[src/rtl/commit_checker_pkg.sv]
`default_nettype none
// ------------------------------------------------------------------
// commit_checker_pkg: checker states, default parameters, popcount
// Rev 1.0
// ------------------------------------------------------------------
package commit_checker_pkg;

  localparam int c_NUM_CH_DEFAULT       = 5;
  localparam int c_DATA_W_DEFAULT       = 16;
  localparam int c_DEPTH_DEFAULT        = 4;
  localparam int c_TIMEOUT_DEFAULT      = 1024;
  localparam int c_STOP_ON_FAIL_DEFAULT = 1;

  typedef enum logic [2:0] {
    IDLE  = 3'd0,
    RUN   = 3'd1,
    DRAIN = 3'd2,
    PASS  = 3'd3,
    FAIL  = 3'd4
  } state_t;

  function automatic logic [5:0] f_popcount(input logic [31:0] v);
    logic [5:0] n;
    n = '0;
    for (int i = 0; i < 32; i++) n = n + 6'(v[i]);
    return n;
  endfunction

endpackage
`default_nettype wire

[src/rtl/commit_fifo.sv]
`default_nettype none
// ------------------------------------------------------------------
// commit_fifo: skew FIFO, wrap-bit pointers, pop-before-push when full
// Rev 1.0
// ------------------------------------------------------------------
module commit_fifo
  import commit_checker_pkg::*;
#(
  parameter int DATA_W = c_DATA_W_DEFAULT,
  parameter int DEPTH  = c_DEPTH_DEFAULT
) (
  input  logic              clk,
  input  logic              rst,
  input  logic              push,
  input  logic              pop,
  input  logic [DATA_W-1:0] wdata,
  output logic [DATA_W-1:0] rdata,
  output logic              full,
  output logic              empty
);

  localparam int c_AW = $clog2(DEPTH);
  localparam int c_PW = c_AW + 1;

  logic [c_PW-1:0]   r_wp;
  logic [c_PW-1:0]   r_rp;
  logic [DATA_W-1:0] r_mem [DEPTH];
  logic              w_do_pop;
  logic              w_do_push;

  assign empty     = (r_wp == r_rp);
  assign full      = (r_wp[c_AW] != r_rp[c_AW]) && (r_wp[c_AW-1:0] == r_rp[c_AW-1:0]);
  assign w_do_pop  = pop && !empty;
  // A full FIFO still accepts a write when its head leaves in the same cycle
  assign w_do_push = push && (!full || w_do_pop);
  assign rdata     = r_mem[r_rp[c_AW-1:0]];

  always_ff @(posedge clk or posedge rst) begin
    if (rst) begin
      r_wp <= '0;
      r_rp <= '0;
    end else begin
      if (w_do_push) r_wp <= r_wp + c_PW'(1);
      if (w_do_pop)  r_rp <= r_rp + c_PW'(1);
    end
  end

  always_ff @(posedge clk) begin
    if (w_do_push) r_mem[r_wp[c_AW-1:0]] <= wdata;
  end

endmodule
`default_nettype wire

[config.mk]
export PLATFORM = sky130hd
export DESIGN_NAME = commit_fifo
export DESIGN_NICKNAME = d
export VERILOG_FILES = /design/src/rtl/commit_checker_pkg.sv /design/src/rtl/commit_fifo.sv
export SDC_FILE = /design/constraint.sdc
export NUM_CORES = 1
export LEC_CHECK = 0
export BUFFER_PORTS_ARGS = -buffer_cell sky130_fd_sc_hd__buf_4
export CORE_ASPECT_RATIO = 2
export CORE_MARGIN = 10
export CORE_UTILIZATION = 50
export DETAILED_ROUTE_END_ITERATION = 10
export PLACE_DENSITY = 0.74
export SYNTH_ARGS = -nofsm -noshare
export SYNTH_HDL_FRONTEND = slang
export SYNTH_SLANG_ARGS = --single-unit
[constraint.sdc]
create_clock -name clk -period 4.1 [get_ports clk]
set_clock_uncertainty 0.05 [all_clocks]
set_input_delay 0.82 -clock clk [delete_from_list [all_inputs] [get_ports clk]]
set_output_delay 0.82 -clock clk [all_outputs]
set_load 0.02 [all_outputs]
==> results.md, run 1 <==
* # setup viols final at 0
* Design Area, Final at 0.00329 mm2
* Worst r2r src: r_rp[1]$_DFFE_PP0P_
* H-tree levels at 3
* Total GRT Usage at 11.2%
* Tcrit/Tclk final at 73.4%
* Post-synthesis net count at 145
* Final Max Tran Viols at 0
* CTS hold repair buffers at 0
* Top achievable clock speed at 0.332 GHz
* Site row count at 38
* Synth Instances at 120
* Yosys warnings at 0
* DRC errors left at 0
* CTS tree: built
* Final Hold Vio Count at 0
* Hold crit path type: in2async
* I/O pin count at 38
* Worst Path Arrival at 2.14 ns
* Total congestion overflow at 0
* Number of vias per cell at 5.57
* Layout area overhead at 18.4%
* DP Area at 0.00310 mm2
* Post-CTS Resized at 0
* Avg Inst Size Synth at 23.1 um2
* First-pass GRT wire length at between 7 and 8 mm
* Critical path type: reg2out
* R2r worst-path depth at 3
* Post-layout minimum cycle time at around 3 ns
* Mapped cell area at 0.00278 mm2
* Worst R2R End: r_mem[1][3]$_DFFE_PP_
* Synth unique cells at 21
* Clk Tree Root Cell: clkbuf_8
* Vias in the first global route at 1424
* Leak Pwr at 0.00119 uW
* Maximum fanout along the worst path at 12
* Die X at 72.7 um
* Via count at 1282
* DR top layer: met4
* Worst hold slack at 0.342 ns
* Diode count at 0
* Met3 WL post-DR at 304 um
* PortBufs at 37
* Sequential area share after synthesis at 74.7%
* Pin count of the biggest net entering global routing at 20
* Reg2Reg Setup Slack at 1.47 ns
* Max_slew headroom at 39.3%
* Post-DP HPWL at 3.36 mm
* Placer Congestion at 0.662
* Clock sink count at 70
* Core outline area at about 0.0054 mm2
* CTS clk-pin slew, worst paths at 0.07 ns
* Die area at 0.00911 mm2
* Status: completed
* Clock Path Buffers at 2
* Post-CTS Setup Bufs at 0
* Critical Path End Type: output port
* Nets@finish at 190
* MaxCap Viol Count at 0
* Die Y at about 130 um
* Initial antenna violation count at 0
* DR WL/cell at between 20 and 25 um
* Power per standard cell area at around 760 mW/mm2
* Worst-Margin Slew at 0.910 ns
* Final ANT Viol Nets at 0
* Initial Util at around 51%
* Final core occ at around three fifths
* Layout cells sized above 1 at 41.2%
* Worst-skew pair later-pin latency at between 0.3 and 0.4 ns
* Routed WL at 4.88 mm
* Met2 wire len at 2.56 mm
* Power consumption at 2510 uW
* CP required at 3.23 ns
* Total CTS buffers at 9
* Max VDD drop at about 540 uV
* Post-synthesis register bit count at 70
* DR iter-0 viols at slightly below 90
* Setup TNS Final at 0 ns
* Drt pass-1 iters at 4
* Met1 wire length at ~1.9 mm
* Startpoint Class: flip-flop
* RSZ-0062 raised after global routing: no
==> through the flow <==
| stage | cells | worst slack [ns] |
|---|---|---|
| final | 230 | 1.09 |
| after global routing | 230 | 0.946 |
| after CTS | 230 | 1.02 |
| after detailed placement | 214 | 1.41 |
| after global placement | 214 | 1.46 |
| after floorplan | 120 | 1.83 |
==> synth_stat cells <==
master / instances / area [um2]
and2_1: 1 / 6.26
clkbuf_1: 1 / 3.75
nor3_1: 2 / 10.0
buf_2: 1 / 5.00
inv_1: 4 / 15.0
and3_1: 3 / 18.8
mux4_2: 12 / 270
or4_4: 1 / 11.3
xnor2_1: 5 / 43.8
mux4_1: 4 / 105
o311ai_1: 1 / 8.76
mux2_1: 2 / 22.5
dfrtp_1: 6 / 150
xor2_1: 1 / 8.76
ha_1: 5 / 62.6
edfxtp_1: 64 / 1920
o41ai_2: 2 / 32.5
o31ai_2: 1 / 12.5
xor2_4: 1 / 27.5
buf_6: 2 / 22.5
xor2_2: 1 / 16.3
==> critical path, stage by stage, from the launching register on <==
cell	delay, ns
dfrtp_1	0.78
buf_4	0.33
mux4_2	0.52
buf_4	0.17
==> how the worst max path moves through the flow <==
stage,depth (start not counted),endpoint,startpoint
floorplan,3,rdata[10],r_rp[0]$_DFFE_PP0P_
global placement,3,rdata[3],r_rp[0]$_DFFE_PP0P_
detailed placement,3,rdata[12],r_rp[0]$_DFFE_PP0P_
CTS,3,rdata[12],r_rp[0]$_DFFE_PP0P_
global route,3,rdata[7],r_rp[0]$_DFFE_PP0P_
finish,3,rdata[12],r_rp[0]$_DFFE_PP0P_
==> sequential cells by signal (all words and copies together), names as in the netlist <==
signal	flops
r_mem	64
r_wp	3
r_rp	3
==> layout by cell type, fill, tap and decap left out, drive strengths merged <==
| master | count |
|---|---|
| mux2 | 2 |
| or4 | 1 |
| clkinv | 4 |
| and2 | 1 |
| bufinv | 1 |
| o311ai | 1 |
| edfxtp | 64 |
| clkbuf | 11 |
| ha | 5 |
| inv | 4 |
| dfrtp | 6 |
| xor2 | 3 |
| nor3 | 2 |
| mux4 | 16 |
| o31ai | 1 |
| buf | 38 |
| and3 | 3 |
| o41ai | 2 |
| xnor2 | 5 |
==> layer usage <==
layer | vias up | global-route usage (%)
met5 | - | 0
met4 | 0 | 5.73
met3 | 10 | 4.75
met2 | 37 | 17.6
met1 | 652 | 12.5
li1 | 583 | -
==> logic make-up after synthesis <==
kind of cell	count (synthesis)	synth area share, %
buf+inv	8	1.67
xor+xnor	8	3.47
fa+ha+maj	5	2.25
simple gates	7	1.67
mux	18	14.3
compound gates	4	1.94
flops	70	74.7
==> power breakdown <==
| group | total [uW] | internal [uW] | switching, uW |
|---|---|---|---|
| Combinational | 899 | 426 | 473 |
| Sequential | 1100 | 959 | 136 |
| Clock | 515 | 277 | 239 |
| Total | 2510 | 1660 | 847 |
==> final cells by class <==
cell class | instances | area [um2]
flip-flops and latches | 70 | 2070
clock buffers | 11 | 131
well taps | 60 | 75.1
multi-input cells | 42 | 657
repair buffers | 38 | 285
inverters | 4 | 15.0
fillers | 423 | 2130
clock inverters | 5 | 50.0
No activity file was read; power rests on OpenSTA's default activity.
==> inputs of run 2 (changes only) <==
--- a/config.mk
+++ b/config.mk
@@ -10,7 +10,7 @@
 export CORE_MARGIN = 10
 export CORE_UTILIZATION = 50
 export DETAILED_ROUTE_END_ITERATION = 10
-export PLACE_DENSITY = 0.74
+export PLACE_DENSITY = 0.77
 export SYNTH_ARGS = -nofsm -noshare
 export SYNTH_HDL_FRONTEND = slang
 export SYNTH_SLANG_ARGS = --single-unit
==> constraint.sdc (replaced) <==
create_clock -name clk -period 2.4 [get_ports clk]
set_clock_uncertainty 0.05 [all_clocks]
set_input_delay 0.48 -clock clk [delete_from_list [all_inputs] [get_ports clk]]
set_output_delay 0.48 -clock clk [all_outputs]
set_load 0.02 [all_outputs]
==> results.md, run 2 (synthesis results as in run 1) <==
* Cell Int Power at 2920 uW (+76%)
* Clock Path Buffers at 2 (unchanged)
* Clk Tree Root Cell: clkbuf_8
* Diode count at 0 (unchanged)
* Final Max Tran Viols at 0 (unchanged)
* Startpoint Class: flip-flop
* First-pass GRT wire length at 7.44 mm (-3.1%)
* Layout area overhead at 20.0%
* Layout cells sized above 1 at 41.9% (+0.68 points)
* Tcrit/Tclk final at 96.0%
* DRC errors left at 0 (unchanged)
* Initial Util at 51.2% (unchanged)
* # setup viols final at 0 (unchanged)
* Post-layout minimum cycle time at 2.30 ns
* Slack of the critical path at 0.0960 ns (-0.993 ns)
* Most frequent cells in the layout: edfxtp_1, buf_4, mux4_2
* PortBufs at 37 (unchanged)
* Hold crit path type: in2reg
* Leak Pwr at 0.00121 uW (+1.8%)
* Vias in the first global route at 1506 (+5.8%)
* Clock power share at 21.2% (+0.7 points)
* Die X at 72.7 um (unchanged)
* Total congestion overflow at 0 (unchanged)
* Post-DP HPWL at 3.52 mm (+4.9%)
* RSZ-0062 raised after global routing: no
* DR WL/cell at 20.7 um (-2.6%)
* Clock sink count at 70 (unchanged)
* Combinational Power Share at 37.9% (+2.1 points)
* Status: completed
* H-tree levels at 3 (unchanged)
* Power consumption at 4350 uW (+73%)
* DR iter-0 viols at 38 (-57%)
* Share of power burned in registers at 40.9% (-2.8 points)
* CTS tree: built
* Nets@finish at 192 (+1.1%)
* Via count at 1267 (-1.2%)
* Drt pass-1 iters at 4 (unchanged)
* Worst Path Arrival at 1.77 ns (-0.37 ns)
* MaxCap Viol Count at 0 (unchanged)
* Max reg flops at 64 (unchanged)
* Total GRT Usage at 10.9% (-0.31 points)
* Worst-Margin Slew at 0.812 ns (-0.0985 ns)
* Max VDD drop at 1140 uV (+110%)
* Max_slew headroom at 45.9% (+6.6 points)
* Place WS at 0.204 ns (-1.21 ns)
* Maximum fanout along the worst path at 18 (+6)
* Placer Congestion at 0.698 (+5.5%)
* Critical Path End Type: output port
* Pin count of the biggest net entering global routing at 19 (-5.0%)
* Core outline area at 0.00542 mm2 (unchanged)
* Final ANT Viol Nets at 0 (unchanged)
* Worst-skew pair later-pin latency at 0.33 ns (about the same)
* Die Y at 125 um (unchanged)
* Switching Share at 32.9% (-0.86 points)
* Routed WL at 4.79 mm (-1.7%)
* Number of vias per cell at 5.46 (-2.0%)
* Most common cell after layout, fill and taps aside: edfxtp_1
* CP required at 1.87 ns (-1.36 ns)
* Post-CTS Setup Bufs at 0 (unchanged)
* Final core occ at 61.4% (+0.81 points)
* Die area at 0.00911 mm2 (unchanged)
* CTS clk-pin slew, worst paths at 0.08 ns (about the same)
* Critical path type: reg2out
* Setup TNS Final at 0 ns (unchanged)
* Top achievable clock speed at between 0.4 and 0.5 GHz
* Total CTS buffers at 9 (unchanged)
* Final Hold Vio Count at 0 (unchanged)
* Site row count at 38 (unchanged)
* I/O pin count at 38 (unchanged)
* Sw Pwr at 1430 uW (+69%)
* Power per standard cell area at 1310 mW/mm2 (+71%)
* Initial antenna violation count at 0 (unchanged)
run 2: worst max-delay path, stage by stage (launching register included):
cell	delay (ns)
dfrtp_1	0.44
buf_8	0.25
mux4_1	0.58
buf_4	0.18
run 2: cell type report:
type	instances	area (um2)
Fill cell	417	2090
Sequential cell	70	2070
Multi-Input combinational cell	42	657
Timing Repair Buffer	40	310
Clock buffer	12	155
Tap cell	60	75.1
Clock inverter	4	45.0
Inverter	4	15.0
run 2: power groups by stage:
stage | sequential [uW] | combinational [uW] | clock (uW)
final | 1780 | 1650 | 922
after global routing | 1800 | 1780 | 989
after CTS | 1780 | 1690 | 939
after detailed placement | 1810 | 1670 | 0
after global placement | 1780 | 1640 | 0
after floorplan | 1750 | 1160 | 0
run 2: timing repair:
action,4_1_cts,5_1_grt
pin swaps,0,0
setup endpoints to repair,4,1
resized for setup,1,1
endpoints found under the hold margin,0,2
hold buffers,0,1
run 2: final timing paths:
path                                startpoint                     end  slack, ns  cells after the start
max reg2reg                r_wp[0]$_DFFE_PP0P_  r_mem[1][10]$_DFFE_PP_       0.23                      3
max                        r_rp[0]$_DFFE_PP0P_                rdata[2]        0.1                      3
min                                   wdata[6]   r_mem[1][6]$_DFFE_PP_       0.30                      1
min reg2reg                r_rp[2]$_DFFE_PP0P_     r_rp[2]$_DFFE_PP0P_       0.49                      1
max in group asynchronous                  rst     r_wp[0]$_DFFE_PP0P_       1.53                      3
min in group asynchronous                  rst     r_rp[1]$_DFFE_PP0P_       0.57                      3
run 2: per-layer routing:
layer  part of all wire, %  up-vias  track usage [%]
met5                     0        -                0
met4                   1.3        0             5.84
met3                   3.4        7             3.25
met2                    60       26             19.6
met1                    35      645             10.5
li1                      -      589                -
run 2: metrics by stage:
step           hold WS [ns]  std cells  instance area (um2)
2_1_floorplan         0.221        120                 2780
3_3_place_gp          0.357        215                 3110
3_5_place_dp          0.365        215                 3110
4_1_cts             0.00222        231                 3320
5_1_grt               0.282        232                 3330
6_report              0.300        232                 3330
